--- src/rtl/alu_issue_wb_if.sv ---
// ---------------------------------------------------------------------------
// alu_issue_wb_if
//   Instruction-in and result-out handshake bundle for alu_issue_wb.
//   master : instruction source / result consumer (drives in_*, res_ready)
//   slave  : the sequencer (drives in_ready, res_*)
//   Signals:
//     in_valid/in_ready        instruction handshake
//     in_op, in_rd, in_rs1/2   opcode, destination and source registers
//     res_valid/res_ready      result handshake
//     res_data, res_rd         captured result and its destination
//     res_illegal              captured opcode was out of range
// ---------------------------------------------------------------------------
interface alu_issue_wb_if #(
    parameter int REG_AW = 5
);
    logic              in_valid;
    logic              in_ready;
    logic [4:0]        in_op;
    logic [REG_AW-1:0] in_rd;
    logic [REG_AW-1:0] in_rs1;
    logic [REG_AW-1:0] in_rs2;
    logic              res_valid;
    logic              res_ready;
    logic [31:0]       res_data;
    logic [REG_AW-1:0] res_rd;
    logic              res_illegal;

    modport master (
        output in_valid, in_op, in_rd, in_rs1, in_rs2, res_ready,
        input  in_ready, res_valid, res_data, res_rd, res_illegal
    );

    modport slave (
        input  in_valid, in_op, in_rd, in_rs1, in_rs2, res_ready,
        output in_ready, res_valid, res_data, res_rd, res_illegal
    );
endinterface

--- src/rtl/alu_issue_wb.sv ---
// ---------------------------------------------------------------------------
// alu_issue_wb
//   Operand-fetch / write-back sequencer for an external combinational ALU.
//   Owns the 2^REG_AW x 32 register file, accepts one register-to-register
//   instruction per handshake, drives the ALU for one EXEC cycle, writes the
//   result back and presents it on a valid/ready result port.
//   Ports:
//     clk, rst_n          clock, asynchronous active-low reset
//     bus (slave)         instruction and result handshakes
//     alu_a, alu_b        ALU operands (zero outside EXEC)
//     alu_op              ALU opcode (zero outside EXEC)
//     alu_out             ALU result, combinational from alu_a/alu_b/alu_op
//     retired             count of completed result handshakes (wrapping)
//     dbg_addr, dbg_data  combinational register-file read port
// ---------------------------------------------------------------------------
module alu_issue_wb #(
    parameter int REG_AW   = 5,
    parameter int OP_MAX   = 6,
    parameter int RETIRE_W = 16
) (
    input  logic                clk,
    input  logic                rst_n,
    alu_issue_wb_if.slave       bus,
    output logic [31:0]         alu_a,
    output logic [31:0]         alu_b,
    output logic [4:0]          alu_op,
    input  logic [31:0]         alu_out,
    output logic [RETIRE_W-1:0] retired,
    input  logic [REG_AW-1:0]   dbg_addr,
    output logic [31:0]         dbg_data
);

    localparam int         NREG     = 1 << REG_AW;
    localparam logic [4:0] OP_LIMIT = 5'(OP_MAX);

    typedef enum logic [1:0] {
        IDLE,
        EXEC,
        HOLD
    } state_t;

    state_t            state, state_nxt;
    logic              in_ready;
    logic              accept;
    logic [4:0]        op_q;
    logic [REG_AW-1:0] rd_q, rs1_q, rs2_q;
    logic [31:0]       res_data_q;
    logic [REG_AW-1:0] res_rd_q;
    logic              res_illegal_q;
    logic [31:0]       rf [NREG];

    // ---------------- next-state / handshake decode ----------------
    always_comb begin
        // NOTE: every output of this block gets a default first, so no path
        // through the case can leave one unassigned and infer a latch.
        state_nxt = state;
        in_ready  = 1'b0;
        unique case (state)
            IDLE: begin
                in_ready = 1'b1;
                if (bus.in_valid) state_nxt = EXEC;
            end
            EXEC: state_nxt = HOLD;
            HOLD: begin
                // A new instruction can only enter as the held result leaves.
                in_ready = bus.res_ready;
                if (bus.res_ready) state_nxt = bus.in_valid ? EXEC : IDLE;
            end
            default: state_nxt = IDLE;
        endcase
    end

    assign accept          = bus.in_valid & in_ready;
    assign bus.in_ready    = in_ready;
    assign bus.res_valid   = (state == HOLD);
    assign bus.res_data    = res_data_q;
    assign bus.res_rd      = res_rd_q;
    assign bus.res_illegal = res_illegal_q;

    // ---------------- state register ----------------
    always_ff @(posedge clk or negedge rst_n) begin
        // NOTE: sequential state uses non-blocking assignments so every flop
        // samples pre-edge values regardless of block evaluation order.
        if (!rst_n) state <= IDLE;
        else        state <= state_nxt;
    end

    // ---------------- instruction latch ----------------
    always_ff @(posedge clk or negedge rst_n) begin
        if (!rst_n) begin
            op_q  <= '0;
            rd_q  <= '0;
            rs1_q <= '0;
            rs2_q <= '0;
        end else if (accept) begin
            op_q  <= bus.in_op;
            rd_q  <= bus.in_rd;
            rs1_q <= bus.in_rs1;
            rs2_q <= bus.in_rs2;
        end
    end

    // ---------------- result capture and retire count ----------------
    always_ff @(posedge clk or negedge rst_n) begin
        if (!rst_n) begin
            res_data_q    <= '0;
            res_rd_q      <= '0;
            res_illegal_q <= 1'b0;
            retired       <= '0;
        end else begin
            if (state == EXEC) begin
                res_data_q    <= alu_out;
                res_rd_q      <= rd_q;
                res_illegal_q <= (op_q > OP_LIMIT);
            end
            if (state == HOLD && bus.res_ready) retired <= retired + RETIRE_W'(1);
        end
    end

    // ---------------- register file ----------------
    // Write-back lands on the EXEC edge, so the next EXEC always reads the
    // updated value without forwarding. Entry 0 is never written, so it
    // reads as zero on both the operand and debug ports.
    always_ff @(posedge clk or negedge rst_n) begin
        if (!rst_n) begin
            // NOTE: this register file must come out of reset all-zero, so it
            // is built from resettable flops rather than an inferred RAM.
            for (int i = 0; i < NREG; i++) rf[i] <= '0;
        end else if (state == EXEC && rd_q != '0) begin
            rf[rd_q] <= alu_out;
        end
    end

    // The ALU sees zeros outside EXEC so its output is quiet when idle.
    assign alu_a    = (state == EXEC) ? rf[rs1_q] : '0;
    assign alu_b    = (state == EXEC) ? rf[rs2_q] : '0;
    assign alu_op   = (state == EXEC) ? op_q      : '0;
    assign dbg_data = rf[dbg_addr];

endmodule

--- src/flat_wrapper.sv ---
// flat-port wrapper written by rule: the top's interface ports become plain ports
module alu_issue_wb_flat 
#(
    parameter int REG_AW   = 5,
    parameter int OP_MAX   = 6,
    parameter int RETIRE_W = 16
)
  (clk, rst_n, alu_a, alu_b, alu_op, alu_out, retired, dbg_addr, dbg_data, bus_in_valid, bus_in_op, bus_in_rd, bus_in_rs1, bus_in_rs2, bus_res_ready, bus_in_ready, bus_res_valid, bus_res_data, bus_res_rd, bus_res_illegal);
  alu_issue_wb_if #(.REG_AW(REG_AW)) bus_i ();
  input  logic clk;
  input  logic rst_n;
  output logic [31:0] alu_a;
  output logic [31:0] alu_b;
  output logic [4:0] alu_op;
  input  logic [31:0] alu_out;
  output logic [RETIRE_W-1:0] retired;
  input  logic [REG_AW-1:0] dbg_addr;
  output logic [31:0] dbg_data;
  input wire logic [$bits(bus_i.in_valid)-1:0] bus_in_valid;
  input wire logic [$bits(bus_i.in_op)-1:0] bus_in_op;
  input wire logic [$bits(bus_i.in_rd)-1:0] bus_in_rd;
  input wire logic [$bits(bus_i.in_rs1)-1:0] bus_in_rs1;
  input wire logic [$bits(bus_i.in_rs2)-1:0] bus_in_rs2;
  input wire logic [$bits(bus_i.res_ready)-1:0] bus_res_ready;
  output wire logic [$bits(bus_i.in_ready)-1:0] bus_in_ready;
  output wire logic [$bits(bus_i.res_valid)-1:0] bus_res_valid;
  output wire logic [$bits(bus_i.res_data)-1:0] bus_res_data;
  output wire logic [$bits(bus_i.res_rd)-1:0] bus_res_rd;
  output wire logic [$bits(bus_i.res_illegal)-1:0] bus_res_illegal;
  assign bus_i.in_valid = bus_in_valid;
  assign bus_i.in_op = bus_in_op;
  assign bus_i.in_rd = bus_in_rd;
  assign bus_i.in_rs1 = bus_in_rs1;
  assign bus_i.in_rs2 = bus_in_rs2;
  assign bus_i.res_ready = bus_res_ready;
  assign bus_in_ready = bus_i.in_ready;
  assign bus_res_valid = bus_i.res_valid;
  assign bus_res_data = bus_i.res_data;
  assign bus_res_rd = bus_i.res_rd;
  assign bus_res_illegal = bus_i.res_illegal;
  alu_issue_wb #(.REG_AW(REG_AW), .OP_MAX(OP_MAX), .RETIRE_W(RETIRE_W)) u_core (.clk(clk), .rst_n(rst_n), .bus(bus_i), .alu_a(alu_a), .alu_b(alu_b), .alu_op(alu_op), .alu_out(alu_out), .retired(retired), .dbg_addr(dbg_addr), .dbg_data(dbg_data));
endmodule
--- config.mk ---
export PLATFORM = sky130hd
export DESIGN_NAME = alu_issue_wb_flat
export DESIGN_NICKNAME = d
export VERILOG_FILES = /design/src/rtl/alu_issue_wb_if.sv /design/src/rtl/alu_issue_wb.sv /design/src/flat_wrapper.sv
export SDC_FILE = /design/constraint.sdc
export NUM_CORES = 2
export LEC_CHECK = 0
export BUFFER_PORTS_ARGS = -buffer_cell sky130_fd_sc_hd__buf_2
export CAP_MARGIN = 10
export CORE_ASPECT_RATIO = 1.1
export CORE_MARGIN = 1.5
export CORE_UTILIZATION = 55
export DETAILED_ROUTE_END_ITERATION = 6
export PLACE_DENSITY = 0.72
export SLEW_MARGIN = 20
export SYNTH_ARGS = -nofsm -noshare
export SYNTH_HDL_FRONTEND = slang
export SYNTH_SLANG_ARGS = --single-unit
--- constraint.sdc ---
create_clock -name clk -period 5 [get_ports clk]
set_input_delay 0.25 -clock clk [delete_from_list [all_inputs] [get_ports clk]]
set_output_delay 0.25 -clock clk [all_outputs]
set_load 0.005 [all_outputs]
==> out/qor.yml <==
clkPwrFrac: 0.224
die_area_mm2: 0.1201
internal-power_w: 0.02841
rsz0062_at_grt: "false"
place_congestion: 0.8684
path_max_fanout: 40
top_usage_layer: "met2"
sequentialPowerShare: 0.392
ant_nets: 0
drive_gt1_frac: 0.5545
grt_overflow_total: 0
fin_util: 0.6143
cap_viol_max_count: 0
worst_slew_pin_slew_ns: 1.211
drt_iter0_markers: 4907
h-tree-depth: 3
hold_path.class: "input pin to register"
grtUsageMet2: 0.5404
postPlaceCellArea_mm2: 0.06738
die_h_um: 363.4
area_growth_pct: 11.10
track_usage: 0.3551
grt_use_met1: 0.4719
finalCritPeriodShare: 0.8471
io_pins: 218
p_per_area_mw_per_mm2: 599.7
cts_buffers: 118
clockBufferDepth: 3
cts.sinks: 1100
required_ns: 4.75
combPwrFrac: 0.384
p_sw_w: 0.01485
timing.setup.critical_path_class: "register to output pin"
ys_warn_count: 0
p_sw_frac: 0.3433
cts_root_buf: "clkbuf_16"
r2r_slack_ns: 1.54
ys_seq_area_frac: 0.4240
area.sequential_mm2: 0.02755
grt_start_max_net_pins: 147
die_w_um: 330.6
totalPowerFinal_w: 0.04326
routedWlPerCell_um: 35.85
dpl.cell_count: 5616
nets: 4301
start_util: 0.5529
netlist_area_mm2: 0.06493
rows: 132
slew_violations: 0
use_met3: 0.08772
vias_per_cell: 7.470
routed_wl_um: 211000
ys_ff_latch: 1100
tns_ns: 0
syn_nets: 4316
end_kind: "output pin"
cts_tree: "yes"
vias: 43970
stdcell_count: 5886
skew_ns: 0.02322
period_minus_slack_ns: 4.235
portBuffers: 217
clkTransAtPathRegs_ns: 0.06
syn_inst: 4254
hold_violations: 0
antenna_found_initial: 9
place.detailed.hpwl_um: 124300
clk-insertion-delay-late_ns: 0.78
ys_types: 36
firstDrtPassIters: 5
multi_input_area_mm2: 0.03549
route.detailed.drc: 0
status: "finished clean"
synth.avg_cell_area_um2: 15.26
p_leak_nw: 30.46
start_kind: "register"
fillCellCount: 8671
core_area_mm2: 0.1174
grt_first_pass_wirelength_um: 309500
finish.instance_area_mm2: 0.07214
irDropWorstVdd_v: 0.0003421
slew_headroom: 0.1923
postCtsSetupBuffers: 0
critPathArrivalTime_ns: 3.99
setup_violations: 0
grt_pass1_vias: 44320
max_freq_mhz: 236.1
[critical path, cell delays in order, from the launching register on]
cell     delay [ns]
dfrtp_4        0.76
inv_4          0.89
buf_4          0.49
mux2i_1        0.13
a221o_1        0.34
a31oi_1        0.37
buf_2          0.20
[flip-flops by register name, summed over array words and instances, names as in the netlist]
| register | count |
|---|---|
| u_core.state | 2 |
| u_core.rf | 1024 |
| u_core.rd_q | 5 |
| u_core.rs1_q | 5 |
| u_core.bus.res_rd | 5 |
| u_core.rs2_q | 5 |
| u_core.op_q | 5 |
| u_core.bus.res_data | 32 |
| u_core.bus.res_illegal | 1 |
| u_core.retired | 16 |
[cells in the final DEF, fill, tap and decap left out, types with 32 or more instances in the layout]
master / instances
a221o_1: 64
a221oi_1: 45
a22oi_1: 64
a31oi_1: 64
buf_12: 32
buf_2: 211
buf_4: 82
clkbuf_16: 119
dfrtp_1: 1090
dlygate4sd3_1: 43
mux2_2: 1036
mux2i_1: 256
mux4_2: 768
nand2_1: 161
o21ai_0: 47
[cell families (layout without fill, tap and decap cells)]
family	count (synthesis)	after routing	share of synthesized area
xor+xnor	15	15	0.002024
mux	2068	2068	0.4869
buf+inv	511	600	0.03428
fa+ha+maj	1	1	0.0001927
compound gates	304	304	0.03583
flops	1100	1100	0.4240
simple gates	255	255	0.01677
other cells	0	2	0
[metrics by stage]
stage	worst slack [ns]	hold WS (ns)
final	0.7648	0.04199
after global routing	0.7532	0.08454
after CTS	0.8016	0.005201
after detailed placement	1.636	0.3185
after global placement	1.601	0.3141
after floorplan	2.721	-0.04559
[power by group through the flow]
stage               Sequential (W)  Clock [W]  Combinational (W)
floorplan                   0.0152          0             0.0127
global placement            0.0166          0             0.0161
detailed placement          0.0169          0             0.0164
CTS                         0.0167    0.00979             0.0165
global route                0.0174     0.0101             0.0174
finish                      0.0170    0.00970             0.0166
[layout make-up]
cell class / instances / share of cell area
sequential: 1100 / 0.3820
timing repair buffer: 374 / 0.03956
inverter: 2 / 0.0001735
antenna: 2 / 0.00006938
tap: 1541 / 0.02673
multi-input combinational: 2643 / 0.4920
clock buffer: 151 / 0.04558
clock inverter: 73 / 0.01391
[final timing paths]
check / start / to / depth (start not counted)
setup / recovery: u_core.rs2_q[0] / alu_b[30] / 6
max in group asynchronous: rst_n / u_core.rs1_q[0] / 3
hold / removal: alu_out[18] / u_core.bus.res_data[18] / 3
min in group asynchronous: rst_n / u_core.rf[930] / 2
hold reg to reg: u_core.rf[992] / u_core.rf[992] / 0
setup reg to reg: u_core.state[1] / u_core.rf[809] / 4
[synth_stat cells]
cell type	number	area share
a221o_1	64	0.0099
a221oi_1	45	0.0061
a22oi_1	64	0.0074
a311oi_1	1	0.00013
a31oi_1	64	0.0062
and2_0	1	0.000096
and2_1	9	0.00087
and3_1	1	0.000096
and4_1	2	0.00027
buf_1	70	0.0040
buf_2	144	0.011
buf_4	20	0.0023
buf_6	7	0.0012
clkbuf_1	268	0.015
dfrtp_1	1100	0.42
ha_1	1	0.00019
inv_1	2	0.00012
mux2_1	8	0.0014
mux2_2	1036	0.18
mux2i_1	256	0.039
mux4_2	768	0.27
nand2_1	176	0.010
nand2b_1	2	0.00019
nand3_1	4	0.00031
nand3b_1	6	0.00069
nand4_1	3	0.00029
nor2_1	29	0.0017
nor2b_1	9	0.00087
nor3_1	5	0.00039
nor3b_1	4	0.00046
o2111ai_1	19	0.0026
o21ai_0	47	0.0036
or2_2	2	0.00019
or3_1	2	0.00019
xnor2_1	9	0.0012
xor2_1	6	0.00081
[per-layer routing]
| layer | part of all wire | vias up |
|---|---|---|
| li1 | - | 16910 |
| met1 | 0.37 | 23580 |
| met2 | 0.47 | 2786 |
| met3 | 0.11 | 685 |
| met4 | 0.061 | 6 |
| met5 | 0.00017 | - |
[what timing repair did]
item	in CTS	in global routing
resized for setup	0	0
hold buffers	43	0
hold endpoints to repair	105	0
Note: power is estimated with default switching activity, not from simulation.
